**config.mk**
```make
export PLATFORM = sky130hd
export DESIGN_NAME = uart_rx
export DESIGN_NICKNAME = d
export VERILOG_FILES = /design/src/rtl/uart_rx.sv
export SDC_FILE = /design/constraint.sdc
export NUM_CORES = 1
export LEC_CHECK = 0
export BUFFER_PORTS_ARGS = -buffer_cell sky130_fd_sc_hd__buf_2
export CORE_UTILIZATION = 40
export CTS_CLUSTER_DIAMETER = 30
export DETAILED_ROUTE_END_ITERATION = 10
export PLACE_DENSITY = 0.68
export SLEW_MARGIN = 20
export SYNTH_ARGS = -nofsm -noshare
export SYNTH_HDL_FRONTEND = slang
export SYNTH_SLANG_ARGS = --single-unit
```
**constraint.sdc**
```tcl
create_clock -name CLK -period 2.9 [get_ports CLK]
set_clock_uncertainty 0.2 [all_clocks]
set_input_delay 0.29 -clock CLK [delete_from_list [all_inputs] [get_ports CLK]]
set_output_delay 0.29 -clock CLK [all_outputs]
set_load 0.02 [all_outputs]
```
**src/rtl/uart_rx.sv**
```systemverilog
// uart_rx: oversampling serial receiver for the UART link.
//
// Frame on RX_IN (idle high): start(0), DATA_LENGTH data bits LSB first,
// optional parity bit, one stop(1). Each bit lasts PRESCALE clocks. Each bit
// is sampled at edge_cnt = PRESCALE/2-1, PRESCALE/2 and PRESCALE/2+1, and
// the 2-of-3 majority is taken as its value.
//
// Parameters:
//   DATA_LENGTH  data bits per frame (default 8)
//   PRESCALE     clocks per bit, even and >= 4 (default 8)
//
// Ports:
//   CLK         system clock, PRESCALE x bit rate
//   RST         synchronous active-high reset
//   RX_IN       serial line, idle high
//   PAR_EN      1 = frame has a parity bit (latched at frame start)
//   PAR_TYP     0 = even, 1 = odd parity (latched at frame start)
//   P_DATA      last correctly received data word
//   DATA_VALID  one-cycle strobe, P_DATA updated in the same cycle
//   PAR_ERR     one-cycle strobe, parity mismatch
//   STP_ERR     one-cycle strobe, stop bit sampled 0
//   Busy        high whenever the FSM is not in IDLE
//   dbg_state   current FSM state (IDLE=0, START=1, DATA=2, PARITY=3, STOP=4)
//
// Handshake: the outputs carry no back-pressure. DATA_VALID, PAR_ERR and
// STP_ERR are single-cycle strobes issued in the cycle after the last stop-bit
// clock. The consumer must take P_DATA in that cycle or keep its own copy.
//
// Optional feature, macro UART_RX_SYNC_EN: when defined, RX_IN passes through
// a 2-flop synchroniser (reset to 1) before the FSM, which delays all timing
// by two cycles. When undefined, RX_IN must already be synchronous to CLK.

module uart_rx #(
  parameter int DATA_LENGTH = 8,
  parameter int PRESCALE    = 8
) (
  input  logic                   CLK,
  input  logic                   RST,
  input  logic                   RX_IN,
  input  logic                   PAR_EN,
  input  logic                   PAR_TYP,
  output logic [DATA_LENGTH-1:0] P_DATA,
  output logic                   DATA_VALID,
  output logic                   PAR_ERR,
  output logic                   STP_ERR,
  output logic                   Busy,
  output logic [2:0]             dbg_state
);

  localparam int EW = (PRESCALE > 1) ? $clog2(PRESCALE) : 1;
  localparam int BW = (DATA_LENGTH > 1) ? $clog2(DATA_LENGTH) : 1;

  localparam logic [EW-1:0] E_LAST = EW'(PRESCALE - 1);
  localparam logic [EW-1:0] E_S0   = EW'(PRESCALE / 2 - 1);
  localparam logic [EW-1:0] E_S1   = EW'(PRESCALE / 2);
  localparam logic [EW-1:0] E_S2   = EW'(PRESCALE / 2 + 1);
  localparam logic [BW-1:0] B_LAST = BW'(DATA_LENGTH - 1);

  typedef enum logic [2:0] {
    S_IDLE   = 3'd0,
    S_START  = 3'd1,
    S_DATA   = 3'd2,
    S_PARITY = 3'd3,
    S_STOP   = 3'd4
  } state_t;

  // ---------------------------------------------------------------------------
  // Input conditioning
  // ---------------------------------------------------------------------------
  logic rx_s;

`ifdef UART_RX_SYNC_EN
  logic [1:0] sync_q, sync_d;

  always_comb begin
    sync_d = {sync_q[0], RX_IN};
  end

  // Reset to the idle level so leaving reset never looks like a start bit.
  always_ff @(posedge CLK) begin
    if (RST) sync_q <= 2'b11;
    else     sync_q <= sync_d;
  end

  assign rx_s = sync_q[1];
`else
  assign rx_s = RX_IN;
`endif

  // ---------------------------------------------------------------------------
  // State
  // ---------------------------------------------------------------------------
  state_t                 state_q,    state_d;
  logic [EW-1:0]          edge_cnt_q, edge_cnt_d;
  logic [BW-1:0]          bit_cnt_q,  bit_cnt_d;
  logic                   smp0_q,     smp0_d;
  logic                   smp1_q,     smp1_d;
  logic                   bit_q,      bit_d;
  logic [DATA_LENGTH-1:0] shift_q,    shift_d;
  logic                   par_en_q,   par_en_d;
  logic                   par_typ_q,  par_typ_d;
  logic                   par_bad_q,  par_bad_d;
  logic [DATA_LENGTH-1:0] p_data_q,   p_data_d;
  logic                   valid_q,    valid_d;
  logic                   par_err_q,  par_err_d;
  logic                   stp_err_q,  stp_err_d;

  logic maj;
  logic bit_now;
  logic end_of_bit;

  always_comb begin
    state_d    = state_q;
    edge_cnt_d = edge_cnt_q;
    bit_cnt_d  = bit_cnt_q;
    smp0_d     = smp0_q;
    smp1_d     = smp1_q;
    bit_d      = bit_q;
    shift_d    = shift_q;
    par_en_d   = par_en_q;
    par_typ_d  = par_typ_q;
    par_bad_d  = par_bad_q;
    p_data_d   = p_data_q;
    valid_d    = 1'b0;
    par_err_d  = 1'b0;
    stp_err_d  = 1'b0;

    // Majority uses the two stored samples plus the live third sample.
    maj        = (smp0_q & smp1_q) | (smp0_q & rx_s) | (smp1_q & rx_s);
    // With PRESCALE=4 the third sample point is also the last clock of the
    // bit, so the freshly computed majority must be used there directly.
    bit_now    = (edge_cnt_q == E_S2) ? maj : bit_q;
    end_of_bit = (edge_cnt_q == E_LAST);

    if (state_q != S_IDLE) begin
      edge_cnt_d = end_of_bit ? '0 : edge_cnt_q + EW'(1);
      if (edge_cnt_q == E_S0) smp0_d = rx_s;
      if (edge_cnt_q == E_S1) smp1_d = rx_s;
      if (edge_cnt_q == E_S2) bit_d  = maj;
    end

    case (state_q)
      S_IDLE: begin
        edge_cnt_d = '0;
        if (!rx_s) begin
          // This cycle already counts as edge 0 of the start bit.
          state_d    = S_START;
          edge_cnt_d = EW'(1);
          bit_cnt_d  = '0;
          par_en_d   = PAR_EN;
          par_typ_d  = PAR_TYP;
          par_bad_d  = 1'b0;
        end
      end

      S_START: begin
        if (edge_cnt_q == E_S2 && maj) begin
          // Start bit did not hold low: treat it as a glitch.
          state_d    = S_IDLE;
          edge_cnt_d = '0;
        end else if (end_of_bit) begin
          state_d = S_DATA;
        end
      end

      S_DATA: begin
        if (end_of_bit) begin
          shift_d[bit_cnt_q] = bit_now;
          if (bit_cnt_q == B_LAST) begin
            bit_cnt_d = '0;
            state_d   = par_en_q ? S_PARITY : S_STOP;
          end else begin
            bit_cnt_d = bit_cnt_q + BW'(1);
          end
        end
      end

      S_PARITY: begin
        if (end_of_bit) begin
          // Mismatch when the received bit differs from XOR(data) for even,
          // or from its inverse for odd.
          par_bad_d = bit_now ^ (^shift_q) ^ par_typ_q;
          state_d   = S_STOP;
        end
      end

      S_STOP: begin
        if (end_of_bit) begin
          state_d   = S_IDLE;
          stp_err_d = ~bit_now;
          par_err_d = par_en_q & par_bad_q;
          valid_d   = bit_now & ~(par_en_q & par_bad_q);
          if (bit_now && !(par_en_q && par_bad_q)) p_data_d = shift_q;
        end
      end

      default: begin
        state_d    = S_IDLE;
        edge_cnt_d = '0;
      end
    endcase
  end

  always_ff @(posedge CLK) begin
    if (RST) begin
      state_q    <= S_IDLE;
      edge_cnt_q <= '0;
      bit_cnt_q  <= '0;
      smp0_q     <= 1'b1;
      smp1_q     <= 1'b1;
      bit_q      <= 1'b1;
      shift_q    <= '0;
      par_en_q   <= 1'b0;
      par_typ_q  <= 1'b0;
      par_bad_q  <= 1'b0;
      p_data_q   <= '0;
      valid_q    <= 1'b0;
      par_err_q  <= 1'b0;
      stp_err_q  <= 1'b0;
    end else begin
      state_q    <= state_d;
      edge_cnt_q <= edge_cnt_d;
      bit_cnt_q  <= bit_cnt_d;
      smp0_q     <= smp0_d;
      smp1_q     <= smp1_d;
      bit_q      <= bit_d;
      shift_q    <= shift_d;
      par_en_q   <= par_en_d;
      par_typ_q  <= par_typ_d;
      par_bad_q  <= par_bad_d;
      p_data_q   <= p_data_d;
      valid_q    <= valid_d;
      par_err_q  <= par_err_d;
      stp_err_q  <= stp_err_d;
    end
  end

  assign P_DATA     = p_data_q;
  assign DATA_VALID = valid_q;
  assign PAR_ERR    = par_err_q;
  assign STP_ERR    = stp_err_q;
  assign Busy       = (state_q != S_IDLE);
  assign dbg_state  = state_q;

endmodule

```
* Yosys cells after proc, flatten, opt, wreduce, memory -nomap -nowiden *
Index checks and enable logic that the tools add are counted.

word-level totals
  bits in registers = 34
  output and inout port bits = 15
  logic and storage cells = 92

cells by class
  $add $sub $neg = 2
  magnitude comparators = 2
  equal/unequal tests = 15
  multiplexer cells = 25
  bitwise gates (word level) = 14
  reductions and logical operators = 20

operators with widths
  operator             number
  $mux 3               14
  $eq 3x3->1 const B   5
  $pmux 3 s5           1
  $ne 2x2->1 const B   5
  $eq 3x2->1 const B   3
  $pmux 3 s3           1
  $reduce_and 3->1     3
  $bwmux 8             1
  $reduce_and 2->1     4
  $reduce_xor 8->1     1
  $add 3x1->3 const B  2
  $pmux 3 s2           1
  $reduce_and 6->1     1
  $reduce_or 3->1      2
  $and 1x1->1          5
  $mux 1               5
  $not 1->1            5
  $logic_and 1x1->1    4
  $lt 3x4->1 const B   1
  $reduce_bool 2->1    2
  $demux 1 s3          1
  $eq 3x1->1 const B   1
  $ge 3x1->1 const B   1
  $logic_not 3->1      1
  other kinds (6)      8

* Logic depth before layout (Yosys ltp) *
Gate-level depths: netlist (run 1).

  word-level depth = 8
  depth in mapped cells = 8
  mapped depth without buffers = 7

* Worst setup path after synthesis (run 1) *
OpenSTA, ideal clock, no wires.

  path type = reg2reg
  start point = register edge_cnt_q[0]
  end point = register shift_q[4]
  arrival = 1.673 ns
  required time = 2.572 ns
  setup slack = 0.899 ns
  stages on the path, launching flop included = 8
  path buffers = 0
  period minus slack after synthesis = 2.001 ns
  cell sequence = dfxtp_1 -> ha_1 -> ha_1 -> nand2_1 -> or4_4 -> nor3b_1 -> mux2i_1 -> nor2_1

on the way
  word-level cells in the longest chain between the ends = 3

RTL lines
  item                    RTL line  text
  from (decl)             94        logic [EW-1:0] edge_cnt_q, edge_cnt_d;
  from (signal assigned)  222       edge_cnt_q <= edge_cnt_d;
  $eq 3x3->1              132       bit_now = (edge_cnt_q == E_S2) ? maj : bit_q;
  $mux 1                  n/a
  $bwmux 8                168       shift_d[bit_cnt_q] = bit_now;
  to (signal assigned)    227       shift_q <= shift_d;
  to (decl)               99        logic [DATA_LENGTH-1:0] shift_q, shift_d;

Several ways; a longest one is shown, not always the timed one.
A chain may end at the register's enable or synchronous reset.

* Worst setup path in the final report (run 1) *
Same ends and word-level chain as after synthesis.

==> qor.csv, run 1 <==
stage,metric,value,unit
drt,first_pass_iters,7,
drt,dr_wl_met3,110,µm
drt,top_layer_used,met4,
critical_path,r2r_end,shift_q[4],
drt,ant_nets,0,
critical_path,rr_worst_depth,7,
timing,timing.setup.tns,0,ns
cts,cts_tree,done,
drt,initialDrtViolationCount,89,
yosys,syn-num-nets,197,
timing,slew_violations,0,
critical_path,crit_required,2.86,ns
power_and_ir_drop,vdd_drop_max,266,µV
critical_path,cp.arrival,2.32,ns
cells_and_area,layout.nets,209,
power_and_ir_drop,p_per_area,473,nW/µm²
floorplan,initial_core_util,41.6,%
hold_path,min_path_type,primary input to register,
cts,numCtsBuffers,5,
drt,num_vias,1246,
cells_and_area,layout_common_cells,"34 x dfxtp_1, 31 x nor2_1, 19 x mux2i_1, 19 x buf_2, 16 x nand2_1",
yosys,ys_top_cells_by_area,"dfxtp_1 41%, mux2i_1 11%, nor2_1 7.0%",
grt,overflow,0,
cts,clk_pin_slew_worst_paths,0.07,ns
cts,cts_max_level,2,
cells_and_area,area_growth,10.3,%
floorplan,dieArea,4420,µm²
grt,antenna_found_initial,0,
grt,grtUsageTotal,16.0,%
hold_path,min_delay_worst_endpoint,par_typ_q,
place,numPlacedInstances,240,
status,violations,DRC,
timing,finalHoldViolCount,0,
hold_path,hold_path_depth,3,
cells_and_area,num_antenna_cells,0,
status,status,finished with violations,
cts,cts_buffer_depth,2,
yosys,ys_ff_latch,34,
cts,cts_sinks,34,
place,dp_hpwl,2.08,mm
drt,drc,2,
flow_run,cap_violations,0,
cts,postCtsResizedCells,0,
power_and_ir_drop,p_leak,0.748,nW
drt,finalWirelength,3.09,mm
grt,grt_max_degree,35,
timing,setup_ws,0.532,ns
floorplan,io_pins,20,
timing,period_minus_slack,2.37,ns
floorplan,core-area,4000,µm²
grt,grt_pass1_vias,1121,
grt,grt_pass1_wl,5.26,mm
cts,cts-root-buf,clkbuf_8,
yosys,synth_area_leader_cell,dfxtp_1,
floorplan,fp-row-count,23,
yosys,synth.avg_cell_area,8.99,µm²
yosys,netlist-cell-type-count,43,
yosys,ys_async_sr_fraction,0,%
drt,wl_per_cell,12.5,µm
critical_path,timing.rr.start,edge_cnt_q[0],
cells_and_area,layout_commonest_cell,dfxtp_1,
drt,wl_met2,1.29,mm
yosys,synth.top_cell.area_share,40.9,%
yosys,syn-cell-area,1660,µm²
cells_and_area,layout.cells.non_filler,247,
cts,clk_latency,0.29,ns
critical_path,critPathMaxFanout,12,
hold_path,hp-start,PAR_TYP,
timing,hold_slack,0.0461,ns
yosys,synth_edf_count,0,
timing,setup_viol,0,
floorplan,die_y,66.5,µm
timing,max_freq,0.422,GHz
critical_path,path_class,register to register,
yosys,syn_inst,185,
cells_and_area,drive_gt1_share,17.3,%
cts,hold_buffers,0,
place,numPortBuffers,19,
cts,post-cts-setup-buffers,0,
floorplan,dieWidth,66.5,µm
critical_path,end_kind,register,
place,place.gp.congestion,0.787,
yosys,ys_warn_count,0,
timing,rsz0062_at_grt,false,
timing,worstMarginPinSlew,0.620,ns
place,preCtsSetupSlack,0.526,ns
yosys,synth-seq-area-share,40.9,%
drt,via_per_inst,5.04,
timing,maxSlewHeadroom,58.6,%
yosys,ys.flop_type,dfxtp_1,
critical_path,start_kind,register,
critical_path,reg2reg_slack,0.53,ns
timing,period_share,81.6,%
drt,met1_length,1.63,mm
[kinds of logic after synthesis]
logic type               after synthesis  synth area share (%)
buffers and inverters                 18                  4.81
XOR/XNOR                               9                  5.19
multiplexers                          20                  12.1
adder cells (fa/ha/maj)                8                  5.94
AO/OA/AOI/OAI                         20                  8.96
flip-flops                            34                  40.9
AND/OR/NAND/NOR                       76                  22.0
[area by class of cell]
type / instances / area (µm²)
clock buffer: 5 / 68.8
clock inverter: 2 / 10.0
fill: 392 / 2170
inverter: 4 / 15.0
multi-input combinational: 133 / 902
sequential: 34 / 681
tap: 50 / 62.6
timing repair buffer: 19 / 95.1
[registers in the layout, summed over array words and instances, names as in the netlist, 3 cells and up]
name        flops
P_DATA          8
shift_q         8
bit_cnt_q       3
edge_cnt_q      3
dbg_state       3
[stage by stage]
stage	total power (W)	instance area, µm²	utilization, %
2_1_floorplan	0.000532	1660	-
3_3_place_gp	0.000545	1760	43.9
3_5_place_dp	0.000545	1760	43.9
4_1_cts	0.000876	1830	45.9
5_1_grt	0.000902	1830	45.9
6_report	0.000867	1830	45.9
[power by group]
group | total [W] | leakage (nW) | switching, W | internal, W
registers | 0.000479 | 0.275 | 0.00000709 | 0.000472
logic | 0.0000558 | 0.430 | 0.0000355 | 0.0000203
clock network | 0.000332 | 0.0438 | 0.000171 | 0.000161
[cells in the mapped netlist (2+ instances only)]
master    number
a21oi_1        6
dfxtp_1       34
nor3_1         5
nand2b_1       4
xor2_1         2
mux2i_1       19
buf_2          3
nand3_1        3
clkbuf_1       8
xnor2_1        6
nor2_1        31
and3_1         2
nand2_1       16
o21ai_0        3
nand3b_1       3
nand4_1        3
inv_1          4
nor3b_1        2
ha_1           7
[worst max-delay path by stage]
stage                             start         end  slack (ns)  cells past startpoint
after detailed placement  edge_cnt_q[0]  shift_q[4]        0.53                      7
after CTS                 edge_cnt_q[0]  shift_q[2]        0.52                      7
after floorplan           edge_cnt_q[0]  shift_q[4]        0.90                      7
final                     edge_cnt_q[0]  shift_q[4]        0.53                      7
after global routing      edge_cnt_q[0]  shift_q[4]        0.34                      7
after global placement    edge_cnt_q[0]  shift_q[4]        0.55                      7
[critical path, cell delays in order (launching register included)]
cell	delay (ns)
dfxtp_1	0.37
ha_1	0.18
ha_1	0.37
nand2_1	0.14
or4_4	0.46
nor3b_1	0.25
mux2i_1	0.21
nor2_1	0.05
[layer usage]
metal / up-vias / GRT usage (%)
li1: 650 / -
met1: 568 / 21.1
met2: 21 / 23.5
met3: 7 / 4.79
met4: 0 / 7.98
met5: - / 0
(Power assumes the default switching activity.)
==> run 2: changes to the inputs <==
- PLACE_DENSITY: 0.68 -> 0.71
- clock period: 2.9 -> 1.99 ns (I/O delays scaled with it)
==> qor.csv, run 2 (synthesized netlist as in run 1, its figures left out) <==
stage,metric,value,unit
cells_and_area,layout_commonest_cell,dfxtp_1,
critical_path,crit_chain,ha_4 > ha_4 > nand2_2 > or4_4 > nor3b_2 > mux2i_1 > nor2_1,
critical_path,slowest_stage,or4_4,
power_and_ir_drop,clkPwrFrac,37.3,%
critical_path,start_kind,register,
floorplan,die_y,66.5,µm
grt,grt_pass1_vias,1196,
floorplan,dieArea,4420,µm²
power_and_ir_drop,pwr-share-comb,7.8,%
cells_and_area,fillers,376,
place,numPlacedInstances,253,
cells_and_area,num_antenna_cells,0,
critical_path,crit_required,1.94,ns
cells_and_area,layout.nets,227,
grt,antenna_found_initial,0,
cts,clk_pin_slew_worst_paths,0.07,ns
cells_and_area,layout.cells.non_filler,265,
floorplan,io_pins,20,
drt,num_vias,1343,
place,place_area,1870,µm²
cells_and_area,regArea,683,µm²
timing,timing.setup.tns,0,ns
power_and_ir_drop,total_power,0.00127,W
cts,clk_latency,0.29,ns
place,place.gp.congestion,0.837,
power_and_ir_drop,p_sw_share,23.8,%
cts,numCtsBuffers,5,
timing,worstMarginPinSlew,0.616,ns
drt,first_pass_iters,4,
cells_and_area,layout_common_cells,"32 x dfxtp_1, 30 x nor2_1, 19 x mux2i_1, 19 x buf_2",
cts,cts_max_level,2,
critical_path,path_class,register to register,
floorplan,core-area,4000,µm²
floorplan,fp-row-count,23,
critical_path,reg2reg_slack,0.03,ns
drt,initialDrtViolationCount,44,
cts,cts-root-buf,clkbuf_8,
grt,overflow,0,
drt,drc,0,
timing,period_minus_slack,1.96,ns
floorplan,initial_core_util,41.6,%
cells_and_area,area_growth,23.2,%
status,status,completed,
drt,ant_nets,0,
timing,hold_slack,0.0601,ns
cts,cts_tree,done,
grt,grt_pass1_wl,5.28,mm
grt,grt_max_degree,35,
critical_path,path_common_cell,ha_4,
cells_and_area,drive_gt1_share,27.9,%
critical_path,cpPeakStageDelay,0.47,ns
cells_and_area,fin_area,2050,µm²
place,numPortBuffers,19,
floorplan,dieWidth,66.5,µm
hold_path,min_path_type,primary input to register,
critical_path,cp.arrival,1.91,ns
timing,rsz0062_at_grt,true,
cts,cts_sinks,34,
timing,setup_viol,0,
critical_path,critPathMaxFanout,4,
power_and_ir_drop,pwr-share-seq,54.9,%
flow_run,cap_violations,0,
power_and_ir_drop,p_leak,0.838,nW
power_and_ir_drop,p_per_area,622,nW/µm²
drt,via_per_inst,5.07,
timing,finalHoldViolCount,0,
grt,grtUsageTotal,16.5,%
timing,period_share,98.5,%
drt,finalWirelength,3.38,mm
place,dp_hpwl,2.19,mm
power_and_ir_drop,vdd_drop_max,452,µV
power_and_ir_drop,p_int,0.000971,W
timing,max_freq,0.510,GHz
critical_path,end_kind,register,
cts,cts_buffer_depth,2,
timing,maxSlewHeadroom,59.0,%
power_and_ir_drop,power_switching,0.000304,W
timing,slew_violations,0,
drt,wl_per_cell,12.8,µm
cells_and_area,multi_input_area,963,µm²
-- run 2: power groups by stage --
stage / logic (W) / clock network (W) / registers, W
final: 0.0000995 / 0.000475 / 0.000700
after global routing: 0.000109 / 0.000519 / 0.000700
after CTS: 0.0000970 / 0.000491 / 0.000700
after detailed placement: 0.0000930 / 0 / 0.000713
after global placement: 0.0000929 / 0 / 0.000713
after floorplan: 0.0000641 / 0 / 0.000711
-- run 2: worst max-delay path, delay by kind of cell (launching register included) --
family,cells,cell delay (ns)
simple gates,4,0.80
fa+ha+maj,2,0.28
mux,1,0.20
flops,1,0.35
-- run 2: timing repair --
action	CTS	global route
resized for setup	9	5
hold buffers	2	0
setup endpoints to repair	12	12
buffers inserted	1	2
pin swaps	1	2
endpoints found under the hold margin	2	0
-- run 2: metal layers --
layer	up-vias	global-route usage (%)	wire length, µm	part of all wire [%]
met5	-	0	0	0
met4	0	9.84	99	2.9
met3	12	5.14	126	3.7
met2	25	25.1	1520	45
met1	616	20.1	1640	49
li1	690	-	-	-
-- run 2: layout make-up --
type	count	share of cell area, %
flip-flops and latches	34	33.4
clock buffers	7	3.73
repair buffers	37	12.1
well taps	50	3.05
multi-input cells	133	47.0
inverters	4	0.733
-- run 2: path summary, 6_finish.rpt --
path	depth (start not counted)	end	from
worst max-delay path	7	shift_q[2]	edge_cnt_q[0]
worst max register to register	7	shift_q[2]	edge_cnt_q[0]
worst min register to register	2	bit_q	bit_q
worst min-delay path	3	edge_cnt_q[0]	RX_IN
-- run 2: through the flow --
step                      setup slack, ns  utilization, %
after global placement            0.00729            46.8
after floorplan                  -0.00377               -
after detailed placement          -0.0701            46.8
after global routing              -0.0290            51.2
after CTS                          0.0116            50.3
final                              0.0293            51.2
==> run 3: changes to the inputs <==
- CELL_PAD_IN_SITES_DETAIL_PLACEMENT: unset -> 1
- CELL_PAD_IN_SITES_GLOBAL_PLACEMENT: unset -> 1
- CORE_UTILIZATION: 40 -> 39
- HOLD_SLACK_MARGIN: unset -> 0.15
- PLACE_DENSITY: 0.71 -> 0.84
==> qor.csv, run 3 (synthesized netlist as in run 1, its figures left out) <==
stage,metric,value,unit
cts,clk_pin_slew_worst_paths,0.07,ns
place,preCtsSetupSlack,-0.108,ns
critical_path,end_kind,register,
place,place.gp.congestion,0.799,
timing,period_share,102,%
drt,ant_nets,0,
power_and_ir_drop,p_per_area,644,nW/µm²
cts,cts_tree,done,
grt,grt_pass1_vias,1473,
cts,cts_sinks,34,
power_and_ir_drop,vdd_drop_max,457,µV
drt,finalWirelength,4.42,mm
timing,timing.setup.tns,-0.0704,ns
drt,num_vias,1416,
grt,grtUsageTotal,21.0,%
grt,grt_pass1_wl,6.92,mm
status,violations,setup timing,
critical_path,cp.arrival,1.98,ns
timing,rsz0062_at_grt,true,
power_and_ir_drop,p_sw_share,25.8,%
power_and_ir_drop,p_leak,0.867,nW
place,numPortBuffers,19,
critical_path,crit_chain,ha_4 > ha_4 > nand2_2 > or4_4 > nor3b_2 > mux2i_1 > nor2_1,
timing,setup_viol,3,
floorplan,io_pins,20,
drt,initialDrtViolationCount,51,
cts,cts_buffer_depth,2,
critical_path,crit_buf_inv,0,
critical_path,path_delay_family,simple AND/OR/NAND/NOR gates,
power_and_ir_drop,pwr-share-seq,51.2,%
cts,cts_max_level,2,
timing,worstMarginPinSlew,0.623,ns
cells_and_area,layout_commonest_cell,dfxtp_1,
power_and_ir_drop,pwr-share-comb,8.3,%
timing,max_freq,0.494,GHz
cts,clk_latency,0.29,ns
cts,numCtsBuffers,5,
cts,cts-root-buf,clkbuf_8,
floorplan,dieWidth,67.3,µm
cells_and_area,area_growth,27.5,%
floorplan,initial_core_util,41.0,%
power_and_ir_drop,power_switching,0.000352,W
critical_path,path_common_cell,ha_4,
cells_and_area,layout.nets,231,
timing,setup_ws,-0.0332,ns
status,status,finished with violations,
place,dp_hpwl,2.96,mm
grt,grt_max_degree,35,
hold_path,min_path_type,primary input to register,
critical_path,critPathMaxFanout,4,
drt,drc,0,
timing,period_minus_slack,2.02,ns
flow_run,cap_violations,0,
cells_and_area,layout_common_cells,"32 x dfxtp_1, 31 x nor2_1, 19 x buf_2",
timing,maxSlewHeadroom,58.5,%
floorplan,dieArea,4530,µm²
drt,via_per_inst,5.24,
grt,overflow,0,
critical_path,slowest_stage,or4_4,
critical_path,cpPeakStageDelay,0.48,ns
floorplan,die_y,67.3,µm
drt,first_pass_iters,4,
cells_and_area,num_antenna_cells,0,
drt,wl_per_cell,16.4,µm
critical_path,crit_required,1.95,ns
timing,finalHoldViolCount,0,
grt,antenna_found_initial,0,
floorplan,core-area,4060,µm²
power_and_ir_drop,clkPwrFrac,40.5,%
critical_path,path_class,register to register,
floorplan,fp-row-count,23,
cells_and_area,drive_gt1_share,30.5,%
timing,slew_violations,0,
power_and_ir_drop,p_int,0.00101,W
critical_path,start_kind,register,
run 3: worst reg2reg max path, delay by kind of cell (launching register included):
kind          cells  cell delay [ns]
flops             1             0.36
mux               1             0.23
simple gates      4             0.81
fa+ha+maj         2             0.29
run 3: layer usage:
| metal | GRT usage (%) | up-vias | part of all wire (%) |
|---|---|---|---|
| met1 | 23.3 | 685 | 43 |
| met4 | 8.78 | 0 | 2.2 |
| li1 | - | 696 | - |
| met3 | 5.74 | 11 | 3.1 |
| met2 | 37.5 | 24 | 52 |
| met5 | 0 | - | 0 |
run 3: worst paths after layout:
check / from / end / slack (ns) / cells after the start
worst min-delay path: RST / P_DATA[6] / 0.21 / 2
worst max-delay path: edge_cnt_q[1] / shift_q[2] / -0.03 / 7
worst min register to register: P_DATA[6] / P_DATA[6] / 0.30 / 2
worst max register to register: edge_cnt_q[1] / shift_q[2] / -0.03 / 7
run 3: metrics by stage:
step           instances  power [W]  cell area [µm²]  hold slack, ns  util, %
2_1_floorplan        185   0.000775             1670           0.106        -
3_3_place_gp         257   0.000811             1900           0.246     46.8
3_5_place_dp         257   0.000815             1900           0.275     46.8
4_1_cts              269    0.00136             2080           0.222     51.3
5_1_grt              270    0.00142             2120           0.237     52.3
6_report             270    0.00136             2120           0.214     52.3
run 3: power groups by stage:
stage	combinational (W)	clock (W)	sequential, W
final	0.000113	0.000553	0.000699
after floorplan	0.0000641	0	0.000711
after global placement	0.0000980	0	0.000713
after CTS	0.000108	0.000557	0.000699
after global routing	0.000124	0.000594	0.000700
after detailed placement	0.000102	0	0.000713
run 3: timing repair:
item / 4_1_cts / 5_1_grt
resized for setup: 11 / 8
pin swaps: 3 / 2
setup endpoints to repair: 12 / 14
hold buffers: 3 / 0
buffers inserted: 2 / 1
hold endpoints to repair: 5 / 0
gates cloned: 0 / 0
run 3: area by class of cell:
class / instances / area, µm²
fillers: 476 / 1940
multi-input cells: 133 / 978
flip-flops and latches: 34 / 683
repair buffers: 41 / 284
clock buffers: 6 / 82.6
well taps: 50 / 62.6
inverters: 4 / 17.5
clock inverters: 2 / 12.5
